File: config.mk
export PLATFORM = sky130hd
export DESIGN_NAME = mc_control_fsm
export DESIGN_NICKNAME = d
export VERILOG_FILES = /design/src/rtl/mc_control_fsm.sv
export SDC_FILE = /design/constraint.sdc
export NUM_CORES = 1
export LEC_CHECK = 0
export CORE_MARGIN = 3
export CORE_UTILIZATION = 39
export CTS_BUF_LIST = sky130_fd_sc_hd__clkbuf_2
export CTS_CLUSTER_SIZE = 12
export DETAILED_ROUTE_END_ITERATION = 12
export GPL_TIMING_DRIVEN = 0
export PLACE_DENSITY = 0.81
export SYNTH_ARGS = -nofsm -noshare
export SYNTH_HDL_FRONTEND = slang
export SYNTH_SLANG_ARGS = --single-unit
File: constraint.sdc
create_clock -name clk -period 1.75 [get_ports clk]
set_input_delay 0.175 -clock clk [delete_from_list [all_inputs] [get_ports clk]]
set_output_delay 0.175 -clock clk [all_outputs]
set_load 0.05 [all_outputs]
File: src/rtl/mc_control_fsm.sv
// Multi-cycle RV32I main control sequencer: fetch/decode/execute/memory/write-back.
// Optional JAL support is built when MC_JAL_EN is defined.
module mc_control_fsm (
  input  logic       clk,
  input  logic       reset,
  input  logic [6:0] opcode,
  input  logic       mem_ready,
  output logic       pc_write,
  output logic       pc_write_cond,
  output logic       ir_write,
  output logic       mem_read,
  output logic       mem_write,
  output logic       i_or_d,
  output logic       reg_write,
  output logic [1:0] mem_to_reg,
  output logic [1:0] alu_src_a,
  output logic [1:0] alu_src_b,
  output logic [1:0] alu_op,
  output logic       pc_source,
  output logic       instr_retired,
  output logic       illegal,
  output logic [3:0] state
);

  // Memory handshake: mem_ready high in FETCH, MEMRD or MEMWR completes the
  // access requested that cycle; everywhere else it is ignored.

  localparam logic [6:0] OP_R   = 7'b0110011;
  localparam logic [6:0] OP_LW  = 7'b0000011;
  localparam logic [6:0] OP_SW  = 7'b0100011;
  localparam logic [6:0] OP_BEQ = 7'b1100011;
`ifdef MC_JAL_EN
  localparam logic [6:0] OP_JAL = 7'b1101111;
`endif

  typedef enum logic [3:0] {
    S_FETCH   = 4'd0,
    S_DECODE  = 4'd1,
    S_MEMADDR = 4'd2,
    S_MEMRD   = 4'd3,
    S_WBMEM   = 4'd4,
    S_MEMWR   = 4'd5,
    S_EXEC    = 4'd6,
    S_WBALU   = 4'd7,
    S_BRANCH  = 4'd8,
`ifdef MC_JAL_EN
    S_JAL     = 4'd9,
`endif
    S_TRAP    = 4'd15
  } state_t;

  state_t state_q, state_d;

  always_ff @(posedge clk or posedge reset) begin
    if (reset) state_q <= S_FETCH;
    else       state_q <= state_d;
  end

  assign state = state_q;

  always_comb begin
    state_d       = state_q;
    pc_write      = 1'b0;
    pc_write_cond = 1'b0;
    ir_write      = 1'b0;
    mem_read      = 1'b0;
    mem_write     = 1'b0;
    i_or_d        = 1'b0;
    reg_write     = 1'b0;
    mem_to_reg    = 2'b00;
    alu_src_a     = 2'b00;
    alu_src_b     = 2'b00;
    alu_op        = 2'b00;
    pc_source     = 1'b0;
    instr_retired = 1'b0;
    illegal       = 1'b0;

    case (state_q)
      S_FETCH: begin
        mem_read  = 1'b1;
        alu_src_b = 2'b01;
        ir_write  = mem_ready;
        pc_write  = mem_ready;
        if (mem_ready) state_d = S_DECODE;
      end
      S_DECODE: begin
        // PC-relative target lands in ALUOut for BEQ/JAL.
        alu_src_a = 2'b10;
        alu_src_b = 2'b10;
        if (opcode == OP_LW || opcode == OP_SW) state_d = S_MEMADDR;
        else if (opcode == OP_R)                state_d = S_EXEC;
        else if (opcode == OP_BEQ)              state_d = S_BRANCH;
`ifdef MC_JAL_EN
        else if (opcode == OP_JAL)              state_d = S_JAL;
`endif
        else                                    state_d = S_TRAP;
      end
      S_MEMADDR: begin
        alu_src_a = 2'b01;
        alu_src_b = 2'b10;
        if (opcode == OP_LW)      state_d = S_MEMRD;
        else if (opcode == OP_SW) state_d = S_MEMWR;
        else                      state_d = S_TRAP;
      end
      S_MEMRD: begin
        mem_read = 1'b1;
        i_or_d   = 1'b1;
        if (mem_ready) state_d = S_WBMEM;
      end
      S_WBMEM: begin
        reg_write     = 1'b1;
        mem_to_reg    = 2'b01;
        instr_retired = 1'b1;
        state_d       = S_FETCH;
      end
      S_MEMWR: begin
        mem_write     = 1'b1;
        i_or_d        = 1'b1;
        instr_retired = mem_ready;
        if (mem_ready) state_d = S_FETCH;
      end
      S_EXEC: begin
        alu_src_a = 2'b01;
        alu_op    = 2'b10;
        state_d   = S_WBALU;
      end
      S_WBALU: begin
        reg_write     = 1'b1;
        instr_retired = 1'b1;
        state_d       = S_FETCH;
      end
      S_BRANCH: begin
        alu_src_a     = 2'b01;
        alu_op        = 2'b01;
        pc_write_cond = 1'b1;
        pc_source     = 1'b1;
        instr_retired = 1'b1;
        state_d       = S_FETCH;
      end
`ifdef MC_JAL_EN
      S_JAL: begin
        reg_write     = 1'b1;
        mem_to_reg    = 2'b10;
        pc_write      = 1'b1;
        pc_source     = 1'b1;
        instr_retired = 1'b1;
        state_d       = S_FETCH;
      end
`endif
      S_TRAP: begin
        illegal = 1'b1;
      end
      default: state_d = S_TRAP;
    endcase

    // Nothing, including a fetch request, may leave the block during reset.
    if (reset) begin
      pc_write      = 1'b0;
      pc_write_cond = 1'b0;
      ir_write      = 1'b0;
      mem_read      = 1'b0;
      mem_write     = 1'b0;
      i_or_d        = 1'b0;
      reg_write     = 1'b0;
      mem_to_reg    = 2'b00;
      alu_src_a     = 2'b00;
      alu_src_b     = 2'b00;
      alu_op        = 2'b00;
      pc_source     = 1'b0;
      instr_retired = 1'b0;
      illegal       = 1'b0;
    end
  end

endmodule

# Word level (Yosys, flattened, before mapping)
# Index checks and enable logic that the tools add are counted.
# totals
ff_bits,4
wordCells,60
in_bits,10
out_inout_bits,22
# classes
n_eq_ne,16
reduce_logical,9
bitwise_logic,1
n_mux,33
# op_table
operator,n
4-bit case mux with 8 select lines,1
4-bit two-way mux,7
"4-bit by 3-bit equality test with 1-bit output, second input constant",4
1-bit two-way mux,16
"7-bit by 6-bit equality test with 1-bit output, second input constant",2
2-bit case mux with 2 select lines,3
"4-bit by 2-bit equality test with 1-bit output, second input constant",2
"4-bit equality test, second input constant",2
2-bit two-way mux,4
2-bit OR reduction,4
"7-bit by 2-bit equality test with 1-bit output, second input constant",1
"7-bit equality test, second input constant",1
"2-bit != test, second input constant",3
3-bit OR reduction,2
"4-bit by 1-bit equality test with 1-bit output, second input constant",1
4-bit logical NOT,1
4-bit AND reduction,1
3-bit two-way mux,1
1-bit case mux with 2 select lines,1
1-bit logical OR,1
1-bit inverter,1

# Depth between registers and ports, before layout
# logic_depth
word_depth,5
ltp_mapped,6
mapped_depth_nobuf,4

# Worst setup path after synthesis
# Ideal clock, no wire load.
# synth_timing
kind,register to output
start,register state_q[2] (netlist: state[2])
end,output port illegal
t_arrival_ns,2.768
path_buffers,2
path_stages_with_launch,5
slack_ns,-1.193
path_cell_list,dfrtp_1 clkbuf_1 clkbuf_1 nand2_1 nor4_1
# synth_via
elab_chain_len,3
# synth_rtl
element,line,text
from (decl),52,"state_t state_q, state_d;"
from (signal assigned),56,else state_q <= state_d;
4-bit equality test,78,case (state_q)
1-bit two-way mux,78,
1-bit two-way mux,157,if (reset) begin
to (decl),21,"output logic illegal,"
# Every way passes these cells.

# Worst setup path after layout
# layout_timing
start,register state_q[0] (netlist: state[0])
end,output port pc_write_cond
# layout_via
elab_chain_len,3
# layout_rtl
element,line,text
4-bit equality test,78,
1-bit two-way mux,78,
1-bit two-way mux,157,
to (decl),9,"output logic pc_write_cond,"
# Every way passes these cells.

==> qor.txt <==
Largest register FFs: 4
Ant. Diodes: 0
Vias: 791
Chip Width: 44.38 um
Syn Area/Cell: 6.601 um^2
Port Buffers: 28
Worst Setup End Kind: primary output
Fin util: 85.18%
Crit-path cells: buf_6 > buf_12 > nor2_4 > nand3_4 > nor2_4 > buf_6 > buf_8
DRT Wirelength: 2046 um
First-pass GRT wire length: 3263 um
# rows: 13
CTS Hold Bufs: 0
Remaining DRCs: 0
CTS clk-pin slew, worst paths: 0.04 ns
Syn Inst Count: 87
Syn nets: 97
Worst reg-to-reg setup slack: 0.17 ns
Fillers: 85
CP Launch Type: register
Pre-antenna DRT Iters: 4
YS warnings: 0
CTS tree: done
Share of post-route cells with drive strength above 1: 51.64%
Worst path max stage delay: 0.40 ns
Worst-skew pair later-pin latency: 0.21 ns
Die ar.: 0.001969 mm^2
TritonCTS sink count: 4
CP required: 1.57 ns
RSZ-0062 raised after global routing: true
Grt total ovfl: 0
Placeable Area: 0.001334 mm^2
Mapped cell area: 574.3 um^2
P_leak: 0.4877 nW
Internal: 0.0001637 W
Clock Tree Root: clkbuf_2
Htree depth: 1
RePlAce Congestion: 0.8239
Final Cycle Share: 96.61%
IO Count: 32
Switching part of the total: 30.45%
Flops & latches, synth: 4
Least-Margin Pin Slew: 0.5056 ns
Placed Area: 0.001059 mm^2
Slowest cell on crit path: dfrtp_2
Post-Layout Cell Count: 137
Worst-case clock buffer depth: 2
Minimum clock period: 1.691 ns
Final setup violation count: 0
Initial antenna violation count: 0
P_sw: 0.00007167 W
Setup ws final: 0.05939 ns
Max FO, Critical Path: 10
Setup Total Neg Slack: 0 ns
Clock Skews: 0.0008093 ns
Clock power share: 36.3%
Slew HR: 66.19%
Largest net degree at the start of global routing: 11
Worst r2r dst: state[3]
DP Wirelength: 1452 um
Max Freq: 0.5915 GHz
DRT antenna net count: 0
Hold Fails Final Rpt: 0
Die H: 44.38 um
Area Growth Syn to Fin: 97.82%
DR vias/cell: 5.774
Crit. Startpoint: state[0]
Post-Place Cells: 130
Pre-CTS WS: -0.5530 ns
Final Cell Area: 0.001136 mm^2
Peak supply drop: 0.2746 mV
First DRT Iteration DRCs: 17
R2R depth: 5
Power Dens Cells: 207.2 mW/mm^2
Worst Path Arrival: 1.52 ns
Yosys cell types: 36
WS Path Type: register to primary output
Sequential area share after synthesis: 17.43%
Max-cap viol count: 0
WL per Instance: 14.93 um
Initial Utilization: 43.06%
FF-to-FF Start: state[1]
Status: completed
Sequential Power Share: 39.5%
Total CTS buffers: 3
Comb pwr share: 24.3%
Critical path capture point: pc_write_cond
Fin nets: 134
Global Route Usage Sum: 21.76%
Vias in the first global route: 724
Slew Viols, Final: 0
Hold WC Path Type: input port to async pin
critical path: cells and delay by family (launching register included):
family	cells	cell delay, ns
buffers and inverters	4	0.53
flip-flops	1	0.40
AND/OR/NAND/NOR	3	0.37
logic make-up (layout without fill, tap and decap cells):
logic type,Yosys count,count (layout),share of synthesized area [%]
simple gates,43,43,39.87
compound gates,20,20,22.66
other cells,1,1,0.6530
flops,4,4,17.43
mux,1,1,1.961
xor+xnor,2,2,3.051
buf+inv,16,51,14.38
power by group through the flow:
stage	Sequential, W	Clock, W	Combinational, W
2_1_floorplan	0.0000941	0	0.0000319
3_3_place_gp	0.0000941	0	0.0000548
3_5_place_dp	0.0000941	0	0.0000563
4_1_cts	0.0000929	0.0000866	0.0000563
5_1_grt	0.0000926	0.0000956	0.0000611
6_report	0.0000929	0.0000854	0.0000571
metrics by stage:
step / power, W / hold WS [ns]
final: 0.0002354 / 0.1394
after global routing: 0.0002492 / 0.1644
after detailed placement: 0.0001504 / 0.4812
after global placement: 0.0001489 / 0.4685
after floorplan: 0.0001260 / 0.3857
after CTS: 0.0002358 / 0.1329
cell type report:
class	count	area [um^2]	share of cell area [%]
inverter	4	18.77	1.652
buffer	11	132.6	11.67
tap	15	18.77	1.652
timing repair buffer	33	291.5	25.66
sequential	4	105.1	9.251
multi-input combinational	67	554.3	48.79
clock buffer	3	15.01	1.322
what timing repair did:
| item | in CTS | in global routing |
|---|---|---|
| endpoints found under the setup margin | 17 | 16 |
| pin swaps | 2 | 5 |
| resized for setup | 102 | 15 |
| cloned | 0 | 0 |
| setup buffers | 0 | 5 |
per-layer routing:
metal,GRT usage [%],vias up,share of wire (%)
li1,-,380,-
met1,28.22,374,39
met2,37.50,37,54
met3,2.846,0,6.9
met4,6.024,0,0
met5,0,-,0
worst min-delay path by stage:
| stage | startpoint | endpoint | slack, ns | depth (start not counted) |
|---|---|---|---|---|
| finish | reset | state[0] | 0.14 | 2 |
| global route | reset | state[0] | 0.16 | 2 |
| CTS | reset | state[3] | 0.13 | 2 |
| detailed placement | reset | state[3] | 0.48 | 2 |
| global placement | reset | state[1] | 0.47 | 2 |
| floorplan | reset | state[0] | 0.39 | 2 |
cell usage in the layout, fill, tap and decap left out, types with 2 or more instances in the layout:
master	n
nor2_4	4
buf_4	12
buf_12	2
buf_2	3
clkbuf_4	2
o21bai_1	2
dfrtp_2	4
clkbuf_2	5
a21oi_1	7
buf_8	3
nor3_1	2
buf_6	5
nor2_1	10
inv_1	3
nor4_4	3
clkdlybuf4s50_1	11
clkbuf_8	2
a221oi_1	3
nand2_2	2
nand2b_1	2
nand2_1	3
nor3_4	2
cells in the mapped netlist:
library cell | n | area, um^2
a21boi_1 | 1 | 7.510
a21oi_1 | 8 | 40.04
a221oi_1 | 3 | 26.28
a31oi_1 | 1 | 6.260
and2_1 | 1 | 6.260
and3_1 | 3 | 18.77
and3b_1 | 1 | 8.760
and4_1 | 1 | 8.760
and4bb_2 | 1 | 12.51
buf_1 | 1 | 3.750
buf_2 | 2 | 10.01
buf_4 | 3 | 22.52
buf_6 | 1 | 11.26
clkbuf_1 | 4 | 15.01
clkbuf_2 | 1 | 5.000
conb_1 | 1 | 3.750
dfrtp_1 | 4 | 100.1
inv_1 | 4 | 15.01
mux2_2 | 1 | 11.26
nand2_1 | 5 | 18.77
nand2b_1 | 2 | 12.51
nand3_1 | 2 | 10.01
nand4_1 | 1 | 6.260
nor2_1 | 15 | 56.30
nor2b_1 | 2 | 12.51
nor3_1 | 5 | 25.02
nor4_1 | 3 | 18.77
o2111ai_1 | 1 | 8.760
o21ai_0 | 1 | 5.000
o21ai_1 | 1 | 5.000
o21bai_1 | 2 | 15.01
o2bb2ai_1 | 1 | 8.760
o31ai_1 | 1 | 7.510
or4b_4 | 1 | 13.76
xnor2_1 | 1 | 8.760
xor2_1 | 1 | 8.760
No activity file was read; power rests on OpenSTA's default activity.
